--- src/rtl/pipelined_rca_pkg.sv ---
// Shared helpers for the pipelined ripple-carry adder and related arithmetic blocks.
package pipelined_rca_pkg;

  // Legal configuration: at least one bit and one stage, with stages dividing the width evenly.
  function automatic bit rca_cfg_legal(input int unsigned n, input int unsigned stages);
    return (n >= 1) && (stages >= 1) && ((n % stages) == 0);
  endfunction

  // Bits handled by each pipeline segment (guarded so an illegal STAGES=0 cannot divide by zero).
  function automatic int unsigned rca_seg_width(input int unsigned n, input int unsigned stages);
    return (stages == 0) ? 0 : (n / stages);
  endfunction

  // Two's-complement overflow: the carry into the sign bit disagrees with the carry out of it.
  function automatic logic rca_ovf(input logic c_into_msb, input logic c_out_msb);
    return c_into_msb ^ c_out_msb;
  endfunction

endpackage

--- src/rtl/full_adder.sv ---
// Gate-level single-bit full adder cell.
module full_adder (
  input  logic a,
  input  logic b,
  input  logic cin,
  output logic sum,
  output logic cout
);

  logic ab_x;
  logic ab_a;
  logic c_a;

  xor g_x1 (ab_x, a, b);
  xor g_x2 (sum, ab_x, cin);
  and g_a1 (ab_a, a, b);
  and g_a2 (c_a, ab_x, cin);
  or  g_o1 (cout, ab_a, c_a);

endmodule

--- src/rtl/pipelined_rca_segment.sv ---
// Combinational W-bit ripple adder segment built from full_adder cells.
module rca_segment #(
  parameter int unsigned W = 4
) (
  input  logic [W-1:0] a,
  input  logic [W-1:0] b,
  input  logic         cin,
  output logic [W-1:0] sum,
  output logic         cout,
  output logic         c_msb
);

  logic [W:0] c;

  assign c[0] = cin;

  for (genvar i = 0; i < W; i++) begin : g_bit
    full_adder u_fa (
      .a   (a[i]),
      .b   (b[i]),
      .cin (c[i]),
      .sum (sum[i]),
      .cout(c[i+1])
    );
  end

  assign cout  = c[W];
  assign c_msb = c[W-1];

endmodule

--- src/rtl/pipelined_rca.sv ---
// Pipelined N-bit ripple-carry adder/subtractor with valid/ready handshake and global stall.
module pipelined_rca
  import pipelined_rca_pkg::*;
#(
  parameter int unsigned N      = 16,
  parameter int unsigned STAGES = 4
) (
  input  logic         clk,
  input  logic         rst_n,
  input  logic         in_valid,
  output logic         in_ready,
  input  logic [N-1:0] a,
  input  logic [N-1:0] b,
  input  logic         cin,
  input  logic         sub,
  output logic         out_valid,
  input  logic         out_ready,
  output logic [N-1:0] sum,
  output logic         cout,
  output logic         ovf
);

  localparam int unsigned W = rca_seg_width(N, STAGES);

  if (!rca_cfg_legal(N, STAGES)) begin : g_illegal
    $error("pipelined_rca: illegal configuration N=%0d STAGES=%0d (need N>=1, STAGES>=1, STAGES divides N)",
           N, STAGES);
  end

  logic         stall;
  logic [N-1:0] b_eff;
  logic         c0;

  // Subtract is a + ~b + ~cin: invert B and the incoming carry together.
  assign b_eff = b ^ {N{sub}};
  assign c0    = cin ^ sub;

  // Each stage carries one N-bit word: finished sum segments below its slice, raw A above it.
  // Effective B travels in a word that sheds its consumed low segment at every stage, so the
  // operand skew and the result deskew both fall out of these two shifting words.
  for (genvar s = 0; s < STAGES; s++) begin : g_stage
    localparam int unsigned LO = s * W;
    localparam int unsigned YI = N - LO;

    logic [N-1:0]  x_in;
    logic [N-1:0]  x_d;
    logic [N-1:0]  x_q;
    logic [YI-1:0] y_in;
    logic          c_in;
    logic          v_in;
    logic [W-1:0]  seg_sum;
    logic          seg_cout;
    logic          seg_cmsb;
    logic          c_d;
    logic          c_q;
    logic          v_d;
    logic          v_q;

    if (s == 0) begin : g_src
      assign x_in = a;
      assign y_in = b_eff;
      assign c_in = c0;
      assign v_in = in_valid;
    end else begin : g_src
      assign x_in = g_stage[s-1].x_q;
      assign y_in = g_stage[s-1].g_skew.y_q;
      assign c_in = g_stage[s-1].c_q;
      assign v_in = g_stage[s-1].v_q;
    end

    rca_segment #(.W(W)) u_seg (
      .a    (x_in[LO +: W]),
      .b    (y_in[W-1:0]),
      .cin  (c_in),
      .sum  (seg_sum),
      .cout (seg_cout),
      .c_msb(seg_cmsb)
    );

    // Advance this stage's word, carry and valid unless the output is stalled.
    always_comb begin
      x_d = x_q;
      c_d = c_q;
      v_d = v_q;
      if (!stall) begin
        x_d          = x_in;
        x_d[LO +: W] = seg_sum;
        c_d          = seg_cout;
        v_d          = v_in;
      end
    end

    // Stage register with asynchronous clear.
    always_ff @(posedge clk or negedge rst_n) begin
      if (!rst_n) begin
        x_q <= '0;
        c_q <= 1'b0;
        v_q <= 1'b0;
      end else begin
        x_q <= x_d;
        c_q <= c_d;
        v_q <= v_d;
      end
    end

    if (s + 1 < STAGES) begin : g_skew
      localparam int unsigned YO = YI - W;

      logic [YO-1:0] y_d;
      logic [YO-1:0] y_q;
      logic          unused_cmsb;

      assign unused_cmsb = seg_cmsb;

      // Pass the not-yet-consumed effective-B segments on to later stages.
      always_comb begin
        y_d = y_q;
        if (!stall) y_d = y_in[YI-1:W];
      end

      // Effective-B skew register.
      always_ff @(posedge clk or negedge rst_n) begin
        if (!rst_n) y_q <= '0;
        else        y_q <= y_d;
      end
    end else begin : g_last
      logic cmsb_d;
      logic cmsb_q;

      // Capture the carry into bit N-1 alongside the final carry-out for overflow.
      always_comb begin
        cmsb_d = cmsb_q;
        if (!stall) cmsb_d = seg_cmsb;
      end

      // Carry-into-MSB register.
      always_ff @(posedge clk or negedge rst_n) begin
        if (!rst_n) cmsb_q <= 1'b0;
        else        cmsb_q <= cmsb_d;
      end
    end
  end

  assign out_valid = g_stage[STAGES-1].v_q;
  assign sum       = g_stage[STAGES-1].x_q;
  assign cout      = g_stage[STAGES-1].c_q;
  assign ovf       = rca_ovf(g_stage[STAGES-1].g_last.cmsb_q, g_stage[STAGES-1].c_q);
  assign stall     = out_valid && !out_ready;
  assign in_ready  = !stall;

endmodule

--- config.mk ---
export PLATFORM = sky130hd
export DESIGN_NAME = pipelined_rca
export DESIGN_NICKNAME = d
export VERILOG_FILES = /design/src/rtl/pipelined_rca_pkg.sv /design/src/rtl/full_adder.sv /design/src/rtl/pipelined_rca_segment.sv /design/src/rtl/pipelined_rca.sv
export SDC_FILE = /design/constraint.sdc
export NUM_CORES = 1
export LEC_CHECK = 0
export BUFFER_PORTS_ARGS = -buffer_cell sky130_fd_sc_hd__buf_2
export CAP_MARGIN = 20
export CELL_PAD_IN_SITES_DETAIL_PLACEMENT = 1
export CELL_PAD_IN_SITES_GLOBAL_PLACEMENT = 1
export CORE_ASPECT_RATIO = 1.5
export CORE_UTILIZATION = 50
export DETAILED_ROUTE_END_ITERATION = 10
export HOLD_SLACK_MARGIN = 0.15
export PLACE_DENSITY = 0.78
export SETUP_SLACK_MARGIN = 0.1
export SLEW_MARGIN = 25
export SYNTH_ARGS = -nofsm -noshare
export SYNTH_HDL_FRONTEND = slang
export SYNTH_HIERARCHICAL = 1
export SYNTH_SLANG_ARGS = --single-unit
--- constraint.sdc ---
create_clock -name clk -period 3.7 [get_ports clk]
set_clock_uncertainty 0.05 [all_clocks]
set_input_delay 0.37 -clock clk [delete_from_list [all_inputs] [get_ports clk]]
set_output_delay 0.37 -clock clk [all_outputs]
set_load 0.05 [all_outputs]
Word level (Yosys, flattened, before mapping)
Cells that the tools add are included.

word-level totals
  word-level logic and storage cells = 102
  register bits = 97
  ROM bits = 0
  bits in latches = 0
  memory bits (writable) = 0
  memories = 0

operators by class
  mux-type cells = 0
  shift-type cells = 0
  div/mod/pow operators = 0
  $add $sub $neg = 0
  $lt $le $gt $ge = 0
  reductions and logical operators = 3
  bitwise logic cells = 83
  $mul = 0
  equality and inequality tests = 0

operators by type and width
  operator             count
  $xor A1 B1 Y1        34
  $and A1 B1 Y1        32
  $or A1 B1 Y1         16
  $xor A16 B16 Y16     1
  $logic_not A1 Y1     2
  $logic_and A1 B1 Y1  1

Depth between registers and ports, before layout
Gate-level depths: netlist of the first run.

  word-level depth = 10
  depth in mapped cells = 8
  depth with buffers taken out = 6

Cells and area by module
Netlist of the first run, hierarchy kept.

by module, submodules not included
  module         area an instance (um^2)  instances  seq. area each (um^2)  cells each
  pipelined_rca  4,001.3                  1          2,427.3                227
  full_adder     20.0                     16         0.0                    1

Worst setup path after synthesis of the first run
Ideal clock, no wire load.

  path kind = input port to flip-flop
  from = input port sub
  to = register g_stage[0].x_q[3]
  slack = 0.774 ns
  arrival = 2.751 ns
  stages = 8
  buffers on the path = 2
  library setup time = 0.125 ns
  path through = buf_2 -> buf_4 -> xor2_1 -> fa_1 -> fa_1 -> fa_1 -> fa_1 -> mux2_4

on the way
  word-level cells in the longest chain between the ends = 9
  elaborated cells on any way between the ends = 16

ends and longest elaborated chain
  element                                  RTL line                     source
  start: declaration                       pipelined_rca.sv:15          input logic sub,
  $xor A16 B16 Y16 *                       pipelined_rca.sv:35          assign b_eff = b ^ {N{sub}};
  named net b_eff[0]                       pipelined_rca.sv:31          logic [N-1:0] b_eff;
  $xor A1 B1 Y1                            full_adder.sv:14             xor g_x1 (ab_x, a, b);
  $and A1 B1 Y1                            full_adder.sv:17             and g_a2 (c_a, ab_x, cin);
  $or A1 B1 Y1 *                           full_adder.sv:18             or g_o1 (cout, ab_a, c_a);
  named net g_stage[0].u_seg.c[1]          pipelined_rca_segment.sv:13  logic [W:0] c;
  $and A1 B1 Y1 *                          full_adder.sv:17
  $or A1 B1 Y1 *                           full_adder.sv:18
  named net g_stage[0].u_seg.c[2]          pipelined_rca_segment.sv:13
  $and A1 B1 Y1 *                          full_adder.sv:17
  $or A1 B1 Y1 *                           full_adder.sv:18
  named net g_stage[0].g_skew.unused_cmsb  pipelined_rca.sv:111         logic unused_cmsb;
  $xor A1 B1 Y1 *                          full_adder.sv:15             xor g_x2 (sum, ab_x, cin);
  named net g_stage[0].seg_sum[3]          pipelined_rca.sv:51          logic [W-1:0] seg_sum;
  end signal: assignment                   pipelined_rca.sv:96          x_q <= '0;
  end signal: assignment                   pipelined_rca.sv:100         x_q <= x_d;
  end: declaration                         pipelined_rca.sv:47          logic [N-1:0] x_q;

The timed path passes the listed nets; every way through them passes the cells marked *.
A chain may end at the register's enable or synchronous reset.

Worst setup path in the final report of the first run
  from = register g_stage[1].x_q[8]
  to = register g_stage[2].x_q[11]

on the way
  word-level cells in the longest chain between the ends = 8
  elaborated cells on any way between the ends = 9

ends and longest elaborated chain
  element                                  RTL line
  start: declaration                       pipelined_rca.sv:47
  start signal: assignment                 pipelined_rca.sv:96
  start signal: assignment                 pipelined_rca.sv:100
  $xor A1 B1 Y1                            full_adder.sv:14
  $and A1 B1 Y1                            full_adder.sv:17
  $or A1 B1 Y1 *                           full_adder.sv:18
  named net g_stage[2].u_seg.c[1]          pipelined_rca_segment.sv:13
  $and A1 B1 Y1 *                          full_adder.sv:17
  $or A1 B1 Y1 *                           full_adder.sv:18
  named net g_stage[2].u_seg.c[2]          pipelined_rca_segment.sv:13
  $and A1 B1 Y1 *                          full_adder.sv:17
  $or A1 B1 Y1 *                           full_adder.sv:18
  named net g_stage[2].g_skew.unused_cmsb  pipelined_rca.sv:111
  $xor A1 B1 Y1 *                          full_adder.sv:15
  named net g_stage[2].seg_sum[3]          pipelined_rca.sv:51
  end signal: assignment                   pipelined_rca.sv:96
  end signal: assignment                   pipelined_rca.sv:100
  end: declaration                         pipelined_rca.sv:47

Marked as above.

==> impl_metrics.env, run 1 <==
export IMPL_slowest_delay_ns=0.47
export IMPL_yosysWarnings=6
export IMPL_cts_buffers=9
export IMPL_grt_setup_unrepaired="false"
export IMPL_grt_max_degree=80
export IMPL_port_buffers=57
export IMPL_final_instance_count_excl_fill=414
export IMPL_power_internal_mw=3.036
export IMPL_wl_mm=7.145
export IMPL_critPathRequiredTime_ns=3.88
export IMPL_power_frac_comb=0.395
export IMPL_final_setup_tns_ns=0
export IMPL_setup_viol=0
export IMPL_cts_resized=0
export IMPL_worst_skew_pair_late_latency_ns=0.34
export IMPL_reg2reg_depth=5
export IMPL_fin_crit_ns=2.588
export IMPL_crit_path_max_fanout=2
export IMPL_ys_flop_type="dfrtp_1"
export IMPL_grtUsageTotal=0.1863
export IMPL_clk_pin_slew_ns=0.06
export IMPL_die_height_um=115.9
export IMPL_min_period_over_period=0.6994
export IMPL_cts_tree="done"
export IMPL_end_kind="register"
export IMPL_avgSynthCellArea_um2=17.78
export IMPL_synth_top_area_share=0.5617
export IMPL_routabilityCongestion=0.7098
export IMPL_synthesis_area_mm2=0.004322
export IMPL_synthTopCellsByCount="dfrtp_1, mux2_2, mux2_4, xor2_1, fa_1"
export IMPL_wl_per_cell_um=17.26
export IMPL_synth_most_common_cell="dfrtp_1"
export IMPL_tightest_slew_ns=0.8485
export IMPL_setup_worst_path_start_class="register"
export IMPL_power_density_mw_per_mm2=936.6
export IMPL_seq_area_frac_synth=0.5617
export IMPL_hold_path_depth=2
export IMPL_area_growth_pct=14.04
export IMPL_nets=356
export IMPL_ctsLongestPathBuffers=2
export IMPL_fin_util=0.5858
export IMPL_htreeDepth=3
export IMPL_slew_viol_final=0
export IMPL_antenna_found_initial=0
export IMPL_io_pins=58
export IMPL_die_w_um=77.91
export IMPL_maxCapViolCount=0
export IMPL_synth_edff_count=0
export IMPL_core_mm2=0.008413
export IMPL_seq_power_share=0.400
export IMPL_drive_gt1_frac=0.5668
export IMPL_grt_overflow_total=0
export IMPL_outcome="finished clean"
export IMPL_slew_headroom=0.4343
export IMPL_dp_hpwl_mm=4.577
export IMPL_synth_seq_cells=97
export IMPL_synth_top_cell_by_area="dfrtp_1"
export IMPL_p_switching_mw=1.580
export IMPL_layout_setup_ws_ns=1.112
export IMPL_p_leak_nw=2.265
export IMPL_antenna_cells=0
export IMPL_drc=0
export IMPL_ant_nets=0
export IMPL_vias_per_cell=5.099
export IMPL_ctsRootBufferMaster="clkbuf_16"
export IMPL_dr_pass1_iters=4
export IMPL_initial_core_util=0.5137
export IMPL_dp_slack_ns=0.9453
export IMPL_dieArea_mm2=0.009027
export IMPL_p_sw_frac=0.3422
export IMPL_rows=41
export IMPL_crit_arrival_ns=2.77
export IMPL_ys_types=12
export IMPL_path_cells="fa_1, fa_1, fa_1, fa_1, mux2_4"
export IMPL_syn_inst=243
export IMPL_power_frac_clock=0.205
export IMPL_drt_initial_drc_count=69
export IMPL_min_path_type="in2reg"
export IMPL_async_reset_ff_frac=1.000
export IMPL_vias=2111
export IMPL_fmax_mhz=386.4
export IMPL_worstSetupPathType="reg2reg"
export IMPL_synth_fp_nets=297
export IMPL_ir_drop_mv=0.4268
export IMPL_synth_area_top_cells="dfrtp_1, mux2_2, mux2_4, fa_1, xor2_1"
export IMPL_grt_pass1_wl_mm=12.33
export IMPL_clkSinkCount=97
export IMPL_slowest_stage="fa_1"
export IMPL_hold_viol_final=0
export IMPL_grt_pass1_vias=2368
export IMPL_placedCellCount=397
export IMPL_cpMostUsedCell="fa_1"
## worst paths after layout
check | start | endpoint | slack, ns
setup / recovery | g_stage[1].x_q[8] | g_stage[2].x_q[11] | 1.11
hold reg to reg | g_stage[2].v_q | out_valid | 0.44
setup reg to reg | g_stage[1].x_q[8] | g_stage[2].x_q[11] | 1.11
max in group asynchronous | rst_n | g_stage[0].x_q[2] | 2.29
min in group asynchronous | rst_n | g_stage[0].g_skew.y_q[1] | 0.57
hold / removal | a[13] | g_stage[0].x_q[13] | 0.21
## per-layer routing
metal  GRT usage  vias to the layer above  wire length (um)
li1            -                      948                 -
met1      0.2329                     1110              3034
met2      0.3021                       41              3643
met3     0.05354                       12               316
met4     0.08519                        0               150
met5           0                        -                 0
## cell families after synthesis
| logic type | Yosys count | synth area share |
|---|---|---|
| buffers and inverters | 14 | 0.03822 |
| DFF | 97 | 0.5617 |
| adders and majority gates | 16 | 0.07412 |
| muxes | 96 | 0.2849 |
| and+or+nand+nor | 2 | 0.004632 |
| xor gates and xnor gates | 18 | 0.03648 |
## sequential cells by signal (all words and copies together), names as in the netlist
name / count
out_valid: 1
g_stage.g_skew.y_q: 24
sum: 16
g_stage.g_last.cmsb_q: 1
cout: 1
g_stage.c_q: 3
g_stage.v_q: 3
g_stage.x_q: 48
## power by group through the flow
stage               logic [mW]  clock network (mW)  registers (mW)
detailed placement        1.85                   0            1.87
global route              1.98                1.01            1.92
CTS                       1.86               0.976            1.86
floorplan                 1.22                   0            2.14
finish                    1.82               0.945            1.85
global placement          1.77                   0            1.84
## layout by cell type (no fill, tap or decap), drive strengths merged
cell type / netlist / routed
nand2b: 1 / 1
dfrtp: 97 / 97
inv: 1 / 1
bufinv: 0 / 1
fa: 16 / 16
xor2: 18 / 18
clkbuf: 0 / 11
buf: 13 / 60
mux2: 96 / 96
clkinv: 0 / 4
dlygate4sd3: 0 / 1
nor2b: 1 / 1
## cell type report
type	instances	area, um^2
tap	107	133.9
sequential	97	2427
inverter	1	3.754
clock buffer	11	252.7
clock inverter	5	53.80
fill	810	3485
timing repair buffer	61	327.8
multi-input combinational	132	1729
## metrics by stage
step           hold slack [ns]  cell area, um^2  total power [mW]
3_3_place_gp            0.3910             4604             3.608
3_5_place_dp            0.4031             4608             3.719
6_report                0.2077             4928             4.616
2_1_floorplan          0.02441             4322             3.353
5_1_grt                 0.1987             4928             4.914
4_1_cts                 0.1660             4915             4.696
## critical path: cells and delay by family (launching register included)
kind / cells / cell delay [ns]
adder cells (fa/ha/maj): 4 / 1.75
flip-flops: 1 / 0.40
multiplexers: 1 / 0.28
## timing repair
action,in CTS,in global routing
setup buffers,0,0
hold endpoints to repair,0,78
hold buffers,0,1
(Power assumes the default switching activity.)
==> run 2, diff against run 1 <==
--- a/config.mk
+++ b/config.mk
@@ -10,10 +10,10 @@
 export CELL_PAD_IN_SITES_DETAIL_PLACEMENT = 1
 export CELL_PAD_IN_SITES_GLOBAL_PLACEMENT = 1
 export CORE_ASPECT_RATIO = 1.5
-export CORE_UTILIZATION = 50
+export CORE_UTILIZATION = 44
 export DETAILED_ROUTE_END_ITERATION = 10
 export HOLD_SLACK_MARGIN = 0.15
-export PLACE_DENSITY = 0.78
+export PLACE_DENSITY = 0.73
 export SETUP_SLACK_MARGIN = 0.1
 export SLEW_MARGIN = 25
 export SYNTH_ARGS = -nofsm -noshare
==> constraint.sdc (replaced) <==
create_clock -name clk -period 2.3 [get_ports clk]
set_clock_uncertainty 0.05 [all_clocks]
set_input_delay 0.23 -clock clk [delete_from_list [all_inputs] [get_ports clk]]
set_output_delay 0.23 -clock clk [all_outputs]
set_load 0.05 [all_outputs]
==> run 2 against run 1 <==
Effect of this change: the flow now finishes with violations (negative setup slack); first-iteration DRC count increased by 7.2%; critical endpoint is now g_stage[1].x_q[7]; largest power group is now combinational logic; routed wire length rose by 1.1%; die area is 13% higher; highest routed layer unchanged; final area up 5.1%.
==> impl_metrics.env, run 2 (synthesized netlist as in run 1, its figures left out) <==
export IMPL_timing_hold_ws_ns=0.2364
export IMPL_grt_overflow_total=0
export IMPL_drc=0
export IMPL_vias=2197
export IMPL_hold_path_depth=3
export IMPL_dieArea_mm2=0.01023
export IMPL_layout_setup_ws_ns=-0.04804
export IMPL_power_density_mw_per_mm2=1449
export IMPL_cts_tree="done"
export IMPL_clkSinkCount=97
export IMPL_crit_path_max_fanout=2
export IMPL_area_growth_pct=19.86
export IMPL_routabilityCongestion=0.6951
export IMPL_cpLargestDelayFamily="adder cells"
export IMPL_p_leak_nw=2.349
export IMPL_core_mm2=0.009415
export IMPL_ctsLongestPathBuffers=2
export IMPL_critPathRequiredTime_ns=2.47
export IMPL_path_depth=5
export IMPL_r2r_slack_ns=-0.05
export IMPL_layout_common_cells="dfrtp_1, buf_2, mux2_2, mux2_4, xor2_1"
export IMPL_grt_setup_unrepaired="true"
export IMPL_initial_core_util=0.4590
export IMPL_grt_pass1_wl_mm=12.66
export IMPL_maxCapViolCount=0
export IMPL_outcome="finished, violations left"
export IMPL_dpl_instance_area_mm2=0.004717
export IMPL_slowest_delay_ns=0.40
export IMPL_dp_slack_ns=-0.1815
export IMPL_min_path_type="in2reg"
export IMPL_rows=43
export IMPL_cts_buffers=9
export IMPL_die_height_um=123.4
export IMPL_grtUsageTotal=0.1622
export IMPL_violations="negative setup slack"
export IMPL_die_w_um=82.92
export IMPL_critPathLaunch="g_stage[0].x_q[4]"
export IMPL_slew_viol_final=0
export IMPL_wl_per_cell_um=16.46
export IMPL_cp_endpoint="g_stage[1].x_q[7]"
export IMPL_cpMostUsedCell="fa_2"
export IMPL_port_buffers=57
export IMPL_reg2reg_from="g_stage[0].x_q[4]"
export IMPL_ctsRootBufferMaster="clkbuf_16"
export IMPL_drive_gt1_frac=0.6055
export IMPL_end_kind="register"
export IMPL_tightest_slew_ns=0.5428
export IMPL_drt_initial_drc_count=74
export IMPL_crit_arrival_ns=2.52
export IMPL_ir_drop_mv=0.7389
export IMPL_antenna_cells=0
export IMPL_reg2reg_depth=5
export IMPL_fmax_mhz=425.9
export IMPL_setup_viol=4
export IMPL_antenna_found_initial=0
export IMPL_largest_register="g_stage.x_q"
export IMPL_wl_mm=7.226
export IMPL_dr_pass1_iters=2
export IMPL_slew_headroom=0.6376
export IMPL_worstSetupPathType="reg2reg"
export IMPL_slowest_stage="dfrtp_1"
export IMPL_htreeDepth=3
export IMPL_setup_worst_path_start_class="register"
export IMPL_critPathBufInv=0
export IMPL_largest_reg_flops=48
export IMPL_fin_crit_ns=2.348
export IMPL_worst_skew_pair_late_latency_ns=0.34
export IMPL_dp_hpwl_mm=4.787
export IMPL_io_pins=58
export IMPL_final_area_mm2=0.005180
export IMPL_hold_viol_final=0
export IMPL_nets=376
export IMPL_ant_nets=0
export IMPL_clk_pin_slew_ns=0.06
export IMPL_min_period_over_period=1.021
export IMPL_vias_per_cell=5.005
export IMPL_regToRegEndpoint="g_stage[1].x_q[7]"
export IMPL_grt_max_degree=73
export IMPL_grt_pass1_vias=2472
export IMPL_final_common_cell="dfrtp_1"
export IMPL_path_cells="fa_2, fa_2, fa_2, fa_2, mux2_4"
export IMPL_nFillCells=900
==> run 2: worst min-delay path by stage <==
stage | start | end | slack [ns]
2_1_floorplan | rst_n | cout | -0.12
3_3_place_gp | rst_n | g_stage[0].x_q[12] | 0.11
3_5_place_dp | rst_n | g_stage[0].x_q[12] | 0.12
4_1_cts | b[4] | g_stage[0].g_skew.y_q[0] | 0.23
6_report | b[14] | g_stage[0].g_skew.y_q[10] | 0.24
5_1_grt | b[9] | g_stage[0].g_skew.y_q[5] | 0.24
==> run 2: stage by stage <==
stage	setup TNS, ns	power, mW	utilization	std cells
after detailed placement	-0.4343	6.064	0.5010	406
after global routing	-0.3376	8.006	0.5502	439
after global placement	-0.2657	5.908	0.5010	406
final	-0.1240	7.506	0.5502	439
after CTS	-0.1775	7.647	0.5502	439
after floorplan	-0.3753	5.455	-	243
==> run 2: tightest hold or removal path: stages <==
cell and delay (ns):
buf_2 0.10, xor2_1 0.11, mux2_2 0.15
==> run 2: cell type report <==
class                   instances  area [um^2]  area share
multi-input cells             132         1784      0.3444
well taps                     112        140.1     0.02705
clock inverters                 6        57.56     0.01111
repair buffers                 81        528.0      0.1019
inverters                       1        3.754   0.0007246
flip-flops and latches         97         2427      0.4686
clock buffers                  10        239.0     0.04614
==> run 2: timing repair <==
action	4_1_cts	5_1_grt
setup buffers	3	0
endpoints found under the hold margin	38	0
endpoints found under the setup margin	6	6
resized for setup	1	0
hold buffers	14	0
pin swaps	1	0
==> run 2: where the power goes <==
| part | switching [mW] | internal [mW] | total [mW] |
|---|---|---|---|
| Clock | 0.613 | 0.864 | 1.48 |
| Combinational | 1.45 | 1.61 | 3.06 |
| Sequential | 0.477 | 2.49 | 2.97 |
| Total | 2.54 | 4.96 | 7.51 |
==> run 2: metal layers <==
| metal | part of all wire | track usage | vias to the layer above |
|---|---|---|---|
| met5 | 0 | 0 | - |
| met4 | 0.023 | 0.07759 | 0 |
| met2 | 0.53 | 0.2751 | 42 |
| li1 | - | - | 981 |
| met1 | 0.42 | 0.1950 | 1164 |
| met3 | 0.034 | 0.04005 | 10 |
